<file path="config.mk">
export PLATFORM = sky130hd
export DESIGN_NAME = mips_cpu_alu_regfile
export DESIGN_NICKNAME = d
export VERILOG_FILES = /design/src/rtl/mips_cpu_alu_regfile.sv
export SDC_FILE = /design/constraint.sdc
export NUM_CORES = 2
export LEC_CHECK = 0
export ABC_CLOCK_PERIOD_IN_PS = 14300
export BUFFER_PORTS_ARGS = -buffer_cell sky130_fd_sc_hd__clkbuf_2
export CAP_MARGIN = 40
export CORE_UTILIZATION = 58
export DETAILED_ROUTE_END_ITERATION = 10
export GPL_TIMING_DRIVEN = 0
export PLACE_DENSITY = 0.75
export SYNTH_ARGS = -nofsm -noshare
export SYNTH_HDL_FRONTEND = slang
export SYNTH_SLANG_ARGS = --single-unit
</file>
<file path="constraint.sdc">
create_clock -name clk -period 14.3 [get_ports clk]
set_clock_uncertainty 0.15 [all_clocks]
set_input_delay 1.43 -clock clk [delete_from_list [all_inputs] [get_ports clk]]
set_output_delay 1.43 -clock clk [all_outputs]
set_load 0.05 [all_outputs]
</file>
<file path="src/rtl/mips_cpu_alu_regfile.sv">
// Multicycle MIPS datapath core: 32x32 register file (2 comb reads, 1 sync write) plus comb ALU.
// Reads and ALU are zero-latency; writes land on the rising edge; no backpressure.
module mips_cpu_alu_regfile (
  input  logic        clk,
  input  logic        reset,
  input  logic        writeEnable,
  input  logic [4:0]  writeaddress,
  input  logic [31:0] dataIn,
  input  logic [4:0]  readAddressA,
  output logic [31:0] readDataA,
  input  logic [4:0]  readAddressB,
  output logic [31:0] readDataB,
  output logic [31:0] register_v0,
  input  logic [3:0]  control,
  input  logic [31:0] a,
  input  logic [31:0] b,
  input  logic [4:0]  sa,
  output logic [31:0] r,
  output logic        zero
);

  localparam logic [3:0] OP_AND  = 4'b0000;
  localparam logic [3:0] OP_OR   = 4'b0001;
  localparam logic [3:0] OP_XOR  = 4'b0010;
  localparam logic [3:0] OP_NOR  = 4'b0011;
  localparam logic [3:0] OP_ADD  = 4'b0100;
  localparam logic [3:0] OP_SUB  = 4'b0101;
  localparam logic [3:0] OP_SLT  = 4'b0110;
  localparam logic [3:0] OP_SLTU = 4'b0111;
  localparam logic [3:0] OP_SLL  = 4'b1000;
  localparam logic [3:0] OP_SRL  = 4'b1001;
  localparam logic [3:0] OP_SRA  = 4'b1010;
  localparam logic [3:0] OP_SLLV = 4'b1011;
  localparam logic [3:0] OP_SRLV = 4'b1100;
  localparam logic [3:0] OP_SRAV = 4'b1101;
  localparam logic [3:0] OP_LUI  = 4'b1110;

  logic [31:0][31:0] regs_q;
  logic [31:0][31:0] regs_d;

  // Index 0 is forced to zero so $zero can never hold a written value.
  always_comb begin
    regs_d = regs_q;
    if (writeEnable && (writeaddress != 5'd0)) begin
      regs_d[writeaddress] = dataIn;
    end
    regs_d[0] = 32'h0;
  end

  always_ff @(posedge clk or negedge reset) begin
    if (!reset) begin
      regs_q <= '0;
    end else begin
      regs_q <= regs_d;
    end
  end

  assign readDataA   = regs_q[readAddressA];
  assign readDataB   = regs_q[readAddressB];
  assign register_v0 = regs_q[2];

  always_comb begin
    r = 32'h0;
    unique case (control)
      OP_AND:  r = a & b;
      OP_OR:   r = a | b;
      OP_XOR:  r = a ^ b;
      OP_NOR:  r = ~(a | b);
      OP_ADD:  r = a + b;
      OP_SUB:  r = a - b;
      OP_SLT:  r = {31'h0, ($signed(a) < $signed(b))};
      OP_SLTU: r = {31'h0, (a < b)};
      OP_SLL:  r = b << sa;
      OP_SRL:  r = b >> sa;
      OP_SRA:  r = $signed(b) >>> sa;
      OP_SLLV: r = b << a[4:0];
      OP_SRLV: r = b >> a[4:0];
      OP_SRAV: r = $signed(b) >>> a[4:0];
      OP_LUI:  r = {b[15:0], 16'h0};
      default: r = 32'h0;
    endcase
  end

  assign zero = (r == 32'h0);

endmodule

</file>
==> impl_metrics.yaml <==
status:
  run_status: "complete, no violations"
critical_path:
  start_kind: "input port"
  crit_required_ps: 12720
  critPathCaptureType: "output port"
  rr_worst_depth: 1
  worstSetupPathType: "in2out"
  arrival_ps: 8430
  crit_fanout: 10
clocking:
  root_buffer: "clkbuf_16"
  cts.path.max_buffers: 3
  ctsResizeCount: 0
  htreeDepth: 3
  cts_hold_buf: 0
  cts_setup_buffers: 0
  cts_tree: "built"
  clkLatencyLatePin_ps: 730
  clk_pin_slew_ps: 60
  clock-sinks: 992
  numCtsBuffers: 103
synth:
  yosys-mux-area-fraction_pct: 43.5
  synth_compound_area_share_pct: 7.50
  synthTopCellsByCount: "mux2_2, dfrtp_1, mux4_2, clkbuf_1, mux2i_1"
  syn_nets: 5215
  ys.flop_type: "dfrtp_1"
  synth_seq_area_share_pct: 38.3
  synth_fa_ha_area_share_pct: 1.95
  yosysTopAreaCellShare_pct: 38.3
  synth_edf_count: 0
  synth_top_family_by_area: "multiplexers"
  avgSynthCellArea_um2: 13.0
  yosys.area_share.simple_pct: 4.56
  netlist_top_cells_area: "dfrtp_1, mux4_2, mux2_2"
  async_flop_share_pct: 100
  syn-cell-area_um2: 64800
  synth_top_cell_by_area: "dfrtp_1"
  ys_ff_latch: 992
  postSynthCellCount: 4992
  yosysMostFrequentCell: "mux2_2"
  synth_cell_types: 89
  yosysWarnings: 0
  synthXorXnorAreaFrac_pct: 0.176
timing:
  setup_viol: 0
  fmax_ghz: 0.0999
  max-slew-margin-rel_pct: 9.15
  worst_pin_slew_ps: 1360
  rsz0062_at_grt: "false"
  layout_setup_ws_ps: 4290
  timing.final.crit_share_pct: 70.0
  hold_viol_final: 0
  tns_ps: 0
  drv_slew: 0
  min_period_ps: 10010
  whs_ps: 376
final_layout:
  fin_cells: 7107
  finish.utilization_pct: 67.0
  syn2layout_area_growth_pct: 14.4
  final_area_um2: 74100
  drive_gt1_share_pct: 43.3
  nets: 5744
routing:
  wl_um: 254000
  avgRoutedWirePerCell_um: 35.7
  route.detailed.drc: 0
  drt_iter0_drc: 7642
  vias_per_cell: 7.37
  first_pass_iters: 7
  antenna_left: 0
  num_vias: 52374
floorplanning:
  coreArea_um2: 111000
  fp.dieW_um: 336
  placementRows: 122
  die_h_um: 336
  fp.dieArea_um2: 113000
  ioPinCount: 252
  start_util_pct: 58.6
placed_design:
  place_ws_ps: 4720
  place_area_um2: 70300
  place.gp.congestion: 1.10
  dp_cells: 6894
  io_buffers: 237
  dp_hpwl_um: 190000
pwr:
  total_power_mw: 9.69
  ir_worst_vdd_mv: 0.168
  power.leakage_nw: 32.0
  power_density_nw_per_um2: 131
  combPwrFrac_pct: 30.3
  p_clk_share_pct: 30.5
  p_sw_mw: 3.19
  p_sw_share_pct: 32.9
  intPower_mw: 6.50
  sequentialPowerShare_pct: 39.2
global_routing:
  first_global_vias: 52099
  groute.usage.overall_pct: 44.9
  grt_max_degree: 109
  grt.overflow.total: 0
  grt_first_pass_wirelength_um: 363000
  antenna_found_initial: 20
hold_path:
  min_path_type: "reg2reg"
  hold_depth: 1
job:
  cap_violations: 0
==> worst max-delay path, cell delays in order <==
cell,delay [ps]
clkbuf_2,180
clkbuf_1,800
inv_1,360
ha_1,480
clkbuf_1,360
a21oi_1,170
o21ai_0,540
o21a_1,220
nor3_1,80
a2111oi_0,450
o211ai_1,330
nor4_1,750
o311ai_1,360
buf_2,270
nor4_2,280
nand4b_1,330
or4b_1,580
nor4_2,140
clkbuf_2,310
==> per-layer routing <==
layer | up-vias | track usage [%] | wire [um]
met4 | 22 | 29.4 | 21000
li1 | 20435 | - | -
met1 | 26771 | 58.2 | 91800
met2 | 3990 | 64.7 | 110000
met3 | 1156 | 14.8 | 31300
met5 | - | 0.426 | 195
==> power groups by stage <==
stage               Clock, mW  Combinational [mW]  Sequential, mW
CTS                      2.95                2.87            3.77
floorplan                   0                2.05            3.65
finish                   2.95                2.93            3.80
detailed placement          0                2.84            3.81
global placement            0                2.72            3.75
global route             3.06                3.03            3.85
==> cells in the final DEF, fill, tap and decap left out, drive strengths merged, types with 10 or more instances in the layout <==
master	instances
dfrtp	992
inv	107
nand2b	23
a21o	16
a21oi	146
or3	10
mux4	588
buf	355
o21bai	15
o21a	16
nor3	41
a2111oi	13
nor2	167
a22o	66
o21ai	116
bufinv	15
o211ai	27
clkbuf	749
or4	10
diode	10
ha	98
and2	10
clkinv	29
a211o	12
o22ai	36
xnor2	12
o221ai	14
nand3	43
a22oi	51
a31oi	23
a221oi	24
nor2b	21
mux2	1141
nor4	18
mux2i	203
nand2	185
a211oi	38
nand4	22
o31ai	21
==> cells by family (layout without fill, tap and decap cells) <==
logic type,Yosys count,after routing
compound gates,706,706
flops,992,992
simple gates,606,606
xor+xnor,13,13
fa+ha+maj,100,100
other cells,0,10
mux,1932,1932
buf+inv,643,1260
==> path summary, 6_finish.rpt <==
kind	start	to	slack, ps
setup reg to reg	regs_q[373]$_DFFE_PN0P_	regs_q[373]$_DFFE_PN0P_	13250
hold reg to reg	regs_q[841]$_DFFE_PN0P_	regs_q[841]$_DFFE_PN0P_	380
max in group asynchronous	reset	regs_q[728]$_DFFE_PN0P_	10920
min in group asynchronous	reset	regs_q[105]$_DFFE_PN0P_	640
hold / removal	regs_q[841]$_DFFE_PN0P_	regs_q[841]$_DFFE_PN0P_	380
setup / recovery	b[14]	zero	4290
==> sequential cells by signal, indices dropped and copies added (netlist names) <==
register     count
regs_q         960
register_v0     32
==> cell type report <==
class / instances / area (um^2)
inverter: 107 / 402
sequential: 992 / 24800
antenna: 10 / 25.0
multi-input combinational: 3357 / 37400
buffer: 536 / 2220
timing repair buffer: 424 / 3690
fill: 7712 / 36500
clock buffer: 145 / 2990
clock inverter: 48 / 767
tap: 1488 / 1860
(Power assumes the default switching activity.)
